[src/rtl/des_ip_stage1_if.sv]
// Handshake bundle between the DES input stage and its neighbours: 64-bit block in,
// L0/R0 halves plus mode out, and the current buffer occupancy.
interface des_ip_stage1_if;
  logic        in_valid;
  logic        in_ready;
  logic [64:1] data_in;
  logic        in_mode;
  logic        out_valid;
  logic        out_ready;
  logic [32:1] data_l;
  logic [32:1] data_r;
  logic        out_mode;
  logic [1:0]  occupancy;

  modport master (
    output in_valid, data_in, in_mode, out_ready,
    input  in_ready, out_valid, data_l, data_r, out_mode, occupancy
  );

  modport slave (
    input  in_valid, data_in, in_mode, out_ready,
    output in_ready, out_valid, data_l, data_r, out_mode, occupancy
  );
endinterface

[src/rtl/des_ip_stage1.sv]
// DES input stage: initial permutation of each accepted block, split into L0/R0,
// queued with its mode bit in a 2-entry FIFO whose head drives the outputs.
module des_ip_stage1 (
  input logic             clk,
  input logic             rst_n,
  des_ip_stage1_if.slave  bus
);

  // Source DES bit for each permuted bit 1..64 (bit 1 is the LSB of data_in).
  localparam int IP_TAB [64] = '{
    58, 50, 42, 34, 26, 18, 10, 2,
    60, 52, 44, 36, 28, 20, 12, 4,
    62, 54, 46, 38, 30, 22, 14, 6,
    64, 56, 48, 40, 32, 24, 16, 8,
    57, 49, 41, 33, 25, 17,  9, 1,
    59, 51, 43, 35, 27, 19, 11, 3,
    61, 53, 45, 37, 29, 21, 13, 5,
    63, 55, 47, 39, 31, 23, 15, 7
  };

  typedef struct packed {
    logic [64:1] perm;
    logic        mode;
  } entry_t;

  logic [64:1] perm;
  entry_t      mem [2];
  entry_t      head;
  logic        wr_ptr;
  logic        rd_ptr;
  logic [1:0]  count;
  logic [1:0]  count_next;
  logic        ready_q;
  logic        push;
  logic        pop;

  for (genvar i = 1; i <= 64; i++) begin : g_ip
    assign perm[i] = bus.data_in[IP_TAB[i-1]];
  end

  // ready_q is registered so in_ready never depends combinationally on out_ready.
  assign push = bus.in_valid && ready_q;
  assign pop  = (count != 2'd0) && bus.out_ready;

  always_comb begin
    // NOTE: every always_comb output gets a default first so no path can infer a latch.
    count_next = count;
    case ({push, pop})
      2'b10:   count_next = count + 2'd1;
      2'b01:   count_next = count - 2'd1;
      default: count_next = count;
    endcase
  end

  always_ff @(posedge clk or negedge rst_n) begin
    if (!rst_n) begin
      // NOTE: the two storage entries are reset because the head entry drives the
      // outputs directly and must read as zero while reset is asserted.
      mem[0]  <= '0;
      mem[1]  <= '0;
      wr_ptr  <= 1'b0;
      rd_ptr  <= 1'b0;
      count   <= 2'd0;
      ready_q <= 1'b0;
    end else begin
      // NOTE: non-blocking assignments keep every register update based on
      // pre-edge values, so push/pop in the same cycle see a consistent state.
      if (push) begin
        mem[wr_ptr] <= '{perm: perm, mode: bus.in_mode};
        wr_ptr      <= ~wr_ptr;
      end
      if (pop) begin
        rd_ptr <= ~rd_ptr;
      end
      count   <= count_next;
      ready_q <= (count_next != 2'd2);
    end
  end

  // A push never targets the head slot while it is valid, so a stalled head holds.
  assign head          = mem[rd_ptr];
  assign bus.data_l    = head.perm[32:1];
  assign bus.data_r    = head.perm[64:33];
  assign bus.out_mode  = head.mode;
  assign bus.out_valid = (count != 2'd0);
  assign bus.occupancy = count;
  assign bus.in_ready  = ready_q;

endmodule
[src/flat_wrapper.sv]
// flat-port wrapper written by rule: the top's interface ports become plain ports
module des_ip_stage1_flat 
  (clk, rst_n, bus_in_valid, bus_data_in, bus_in_mode, bus_out_ready, bus_in_ready, bus_out_valid, bus_data_l, bus_data_r, bus_out_mode, bus_occupancy);
  des_ip_stage1_if bus_i ();
  input logic clk;
  input logic rst_n;
  input wire logic [$bits(bus_i.in_valid)-1:0] bus_in_valid;
  input wire logic [$bits(bus_i.data_in)-1:0] bus_data_in;
  input wire logic [$bits(bus_i.in_mode)-1:0] bus_in_mode;
  input wire logic [$bits(bus_i.out_ready)-1:0] bus_out_ready;
  output wire logic [$bits(bus_i.in_ready)-1:0] bus_in_ready;
  output wire logic [$bits(bus_i.out_valid)-1:0] bus_out_valid;
  output wire logic [$bits(bus_i.data_l)-1:0] bus_data_l;
  output wire logic [$bits(bus_i.data_r)-1:0] bus_data_r;
  output wire logic [$bits(bus_i.out_mode)-1:0] bus_out_mode;
  output wire logic [$bits(bus_i.occupancy)-1:0] bus_occupancy;
  assign bus_i.in_valid = bus_in_valid;
  assign bus_i.data_in = bus_data_in;
  assign bus_i.in_mode = bus_in_mode;
  assign bus_i.out_ready = bus_out_ready;
  assign bus_in_ready = bus_i.in_ready;
  assign bus_out_valid = bus_i.out_valid;
  assign bus_data_l = bus_i.data_l;
  assign bus_data_r = bus_i.data_r;
  assign bus_out_mode = bus_i.out_mode;
  assign bus_occupancy = bus_i.occupancy;
  des_ip_stage1 u_core (.clk(clk), .rst_n(rst_n), .bus(bus_i));
endmodule
[config.mk]
export PLATFORM = sky130hd
export DESIGN_NAME = des_ip_stage1_flat
export DESIGN_NICKNAME = d
export VERILOG_FILES = /design/src/rtl/des_ip_stage1_if.sv /design/src/rtl/des_ip_stage1.sv /design/src/flat_wrapper.sv
export SDC_FILE = /design/constraint.sdc
export NUM_CORES = 1
export LEC_CHECK = 0
export CAP_MARGIN = 40
export CORE_ASPECT_RATIO = 1.2
export CORE_UTILIZATION = 54
export DETAILED_ROUTE_END_ITERATION = 7
export MAX_ROUTING_LAYER = met4
export PLACE_DENSITY = 0.85
export SKIP_CTS_REPAIR_TIMING = 1
export SLEW_MARGIN = 0
export SYNTH_ARGS = -nofsm -noshare
export SYNTH_HDL_FRONTEND = slang
export SYNTH_SLANG_ARGS = --single-unit
[constraint.sdc]
create_clock -name clk -period 2.5 [get_ports clk]
set_input_delay 0.25 -clock clk [delete_from_list [all_inputs] [get_ports clk]]
set_output_delay 0.25 -clock clk [all_outputs]
set_load 0.02 [all_outputs]
==> impl_metrics.xml <==
<?xml version="1.0" encoding="UTF-8"?>
<metrics>
  <group name="place">
    <metric name="preCtsSetupSlack" unit="ns">0.546</metric>
    <metric name="gp_congestion" unit="">0.757</metric>
    <metric name="dpl.hpwl" unit="mm">7.85</metric>
    <metric name="placed_cell_count" unit="">622</metric>
    <metric name="numPortBuffers" unit="">137</metric>
  </group>
  <group name="die">
    <metric name="design.portCount" unit="">138</metric>
    <metric name="dieArea" unit="µm²">11500</metric>
    <metric name="floorplan.initialDensity" unit="%">56.3</metric>
    <metric name="core" unit="µm²">10600</metric>
    <metric name="die_boundary_height" unit="µm">117</metric>
    <metric name="die_w" unit="µm">98.0</metric>
    <metric name="floorplan.rows" unit="">41</metric>
  </group>
  <group name="clock_network">
    <metric name="cts_inserted_buffers" unit="">17</metric>
    <metric name="tritoncts" unit="">yes</metric>
    <metric name="cts-htree-levels" unit="">4</metric>
    <metric name="max-clock-path-buffers" unit="">2</metric>
    <metric name="clkSlewWorstSetupHoldPaths" unit="ns">0.06</metric>
    <metric name="clock_latency" unit="ns">0.41</metric>
    <metric name="clockRootBuffer" unit="">sky130_fd_sc_hd__clkbuf_16</metric>
    <metric name="cts_sinks" unit="">135</metric>
  </group>
  <group name="layout">
    <metric name="layout-area-overhead-vs-synth" unit="%">37.1</metric>
    <metric name="antennaDiodeCount" unit="">0</metric>
    <metric name="utilization" unit="%">77.1</metric>
    <metric name="num-fill-cells" unit="">631</metric>
    <metric name="multi_input_comb_area" unit="µm²">2470</metric>
    <metric name="drive_gt1_share" unit="%">45.6</metric>
    <metric name="stdcell_count" unit="">655</metric>
    <metric name="seq_area" unit="µm²">3380</metric>
    <metric name="num-nets-final" unit="">583</metric>
  </group>
  <group name="setup_path">
    <metric name="cp_data_arrival_time" unit="ns">1.99</metric>
    <metric name="crit_type" unit="">flip-flop to output pin</metric>
    <metric name="worst_r2r_startpoint" unit="">u_core.bus.occupancy[0]</metric>
    <metric name="critPathMaxFanout" unit="">35</metric>
    <metric name="critPathCaptureType" unit="">output pin</metric>
    <metric name="startpoint" unit="">u_core.rd_ptr</metric>
    <metric name="cp-start-kind" unit="">flip-flop</metric>
    <metric name="required" unit="ns">2.25</metric>
    <metric name="critical-path-slowest-cell" unit="">sky130_fd_sc_hd__clkdlybuf4s50_1</metric>
    <metric name="worstPathCellList" unit="">buf_12 &gt; mux2_2 &gt; clkdlybuf4s50_1</metric>
    <metric name="crit_path_max_cell_delay" unit="ns">0.56</metric>
  </group>
  <group name="global_route">
    <metric name="grt_pass1_vias" unit="">3977</metric>
    <metric name="gr-usage-all-layers" unit="%">23.3</metric>
    <metric name="grt_max_degree" unit="">66</metric>
    <metric name="grt_first_pass_wirelength" unit="mm">19.7</metric>
    <metric name="grt-ovfl-total" unit="">0</metric>
    <metric name="use_met3" unit="%">6.59</metric>
    <metric name="antenna_found_initial" unit="">0</metric>
    <metric name="grt_use_met1" unit="%">27.1</metric>
    <metric name="groute.layer.met2.usage" unit="%">38.9</metric>
    <metric name="grt_most_used_layer" unit="">met2</metric>
  </group>
  <group name="outcome">
    <metric name="result_of_the_run" unit="">finished with violations</metric>
    <metric name="violated_checks" unit="">DRC</metric>
  </group>
  <group name="synthesis">
    <metric name="main_combinational_cell_family_by_area_after_synthesis" unit="">multiplexers</metric>
    <metric name="ys_top_cells_by_count" unit="">156 x sky130_fd_sc_hd__mux2_2, 135 x sky130_fd_sc_hd__dfrtp_1, 39 x sky130_fd_sc_hd__mux2_4</metric>
    <metric name="synth.most_common_cell" unit="">sky130_fd_sc_hd__mux2_2</metric>
    <metric name="yosys_register_bits" unit="">135</metric>
    <metric name="syn_avg_cell_area" unit="µm²">16.2</metric>
    <metric name="edff_count_synth" unit="">0</metric>
    <metric name="syn-instance-count" unit="">369</metric>
    <metric name="synth-compound-area-share" unit="%">0.230</metric>
    <metric name="ys_top_cells_by_area" unit="">sky130_fd_sc_hd__dfrtp_1 57%, sky130_fd_sc_hd__mux2_2 29%, sky130_fd_sc_hd__mux2_4 9.8%</metric>
    <metric name="ys.warnings.count" unit="">0</metric>
    <metric name="synthSimpleGateAreaFrac" unit="%">0.880</metric>
    <metric name="synthMuxAreaShare" unit="%">39.2</metric>
    <metric name="async_flop_share" unit="%">100</metric>
    <metric name="synth-xor-area-share" unit="%">0.587</metric>
    <metric name="synthesis.area" unit="µm²">5970</metric>
    <metric name="postSynthNetCount" unit="">439</metric>
    <metric name="synth_top_area_share" unit="%">56.6</metric>
    <metric name="synth_flop_cell" unit="">sky130_fd_sc_hd__dfrtp_1</metric>
    <metric name="synth.yosys.seq_area_share" unit="%">56.6</metric>
    <metric name="cell_taking_the_most_area_after_synthesis" unit="">sky130_fd_sc_hd__dfrtp_1</metric>
    <metric name="synth_cell_types" unit="">19</metric>
    <metric name="yosys.area_share.adder" unit="%">0.209</metric>
  </group>
  <group name="sta">
    <metric name="final_setup_violating_endpoints" unit="">0</metric>
    <metric name="final_report_hold_violation_count" unit="">0</metric>
    <metric name="timing.final.max_slew_violations" unit="">0</metric>
    <metric name="timing.final.crit_share" unit="%">89.8</metric>
    <metric name="clock_skew" unit="ns">0.00693</metric>
    <metric name="fin_ws" unit="ns">0.255</metric>
    <metric name="tightestPinTransition" unit="ns">0.485</metric>
    <metric name="rsz0062_at_grt" unit="">false</metric>
    <metric name="max_clock_freq" unit="GHz">0.445</metric>
    <metric name="final_critical_period" unit="ns">2.24</metric>
    <metric name="max_slew_margin" unit="%">67.7</metric>
    <metric name="setup_tns_after_final_layout" unit="ns">0</metric>
  </group>
  <group name="detailed_routing">
    <metric name="detailedRoute.firstPassIterationCount" unit="">6</metric>
    <metric name="number_of_remaining_drc_errors" unit="">8</metric>
    <metric name="routed_wirelength" unit="mm">12.1</metric>
    <metric name="final_antenna_net_count" unit="">0</metric>
    <metric name="routedWlPerCell" unit="µm">18.5</metric>
    <metric name="drt_iter0_markers" unit="">113</metric>
    <metric name="post_drt_via_cell_ratio" unit="">5.39</metric>
    <metric name="vias" unit="">3533</metric>
  </group>
  <group name="power">
    <metric name="power-per-cell-area" unit="nW/µm²">1590</metric>
    <metric name="vdd.ir_drop.worst" unit="mV">1.05</metric>
    <metric name="total_leakage_power" unit="µW">0.00357</metric>
  </group>
  <group name="hold_path">
    <metric name="holdCritPathClass" unit="">primary input to async pin</metric>
  </group>
  <group name="flow_run">
    <metric name="maxCapViolCount" unit="">0</metric>
  </group>
</metrics>
-- per-stage QoR --
| step | hold WS (ns) | power, µW | cell area [µm²] |
|---|---|---|---|
| 2_1_floorplan | -0.0456 | 7820 | 5970 |
| 3_3_place_gp | 0.244 | 10000 | 7500 |
| 3_5_place_dp | 0.248 | 10300 | 7500 |
| 4_1_cts | -0.185 | 13200 | 8180 |
| 5_1_grt | 0.406 | 13700 | 8190 |
| 6_report | 0.365 | 13000 | 8190 |
-- where the power goes --
part	internal [µW]	switching [µW]	leakage (µW)
logic	3650	2650	0.00166
registers	3320	614	0.00159
clock network	1880	947	0.000328
-- placed cells by master, fill, tap and decap left out, drive strengths merged, types with 2 or more instances in the layout --
cell	count
buf	9
clkdlybuf4s50	136
nand2	4
xor2	2
bufinv	6
or2	2
xnor2	2
clkbuf	17
mux2	195
clkinv	6
inv	3
dfrtp	135
-- worst max-delay path, delay by kind of cell, from the launching register on --
family	cells	cell delay, ns
flops	1	0.41
mux	1	0.37
buf+inv	2	0.79
-- cell families (layout without fill, tap and decap cells) --
family	after synthesis	count (layout)
xor gates and xnor gates	4	4
buffers and inverters	22	179
muxes	195	195
adders and majority gates	1	1
DFF	135	135
and+or+nand+nor	10	10
AOI/OAI and AO/OA	2	2
-- final timing paths --
check / endpoint / slack, ns / cells past startpoint
min: u_core.mem[52] / 0.37 / 2
max: bus_data_l[13] / 0.26 / 3
max in group asynchronous: u_core.mem[65] / 1.43 / 3
min in group clk: u_core.mem[74] / 0.47 / 2
max reg2reg: u_core.bus.in_ready / 0.74 / 6
min reg2reg: u_core.mem[55] / 0.50 / 1
-- registers in the layout, summed over array words and instances, names as in the netlist --
| signal | cells |
|---|---|
| u_core.bus.occupancy | 2 |
| u_core.rd_ptr | 1 |
| u_core.bus.in_ready | 1 |
| u_core.wr_ptr | 1 |
| u_core.mem | 130 |
-- metal layers --
layer / wire length (µm) / share of wire, %
met1: 4990 / 41
met2: 6440 / 53
met3: 591 / 4.9
met4: 123 / 1.0
met5: 0 / 0
-- cell type report --
type	count	share of cell area, %
Tap cell	129	1.97
Sequential cell	135	41.3
Multi-Input combinational cell	212	30.1
Timing Repair Buffer	146	18.3
Inverter	1	0.0458
Clock buffer	17	5.19
Clock inverter	15	3.06
Power figures use the tool's default switching activity.
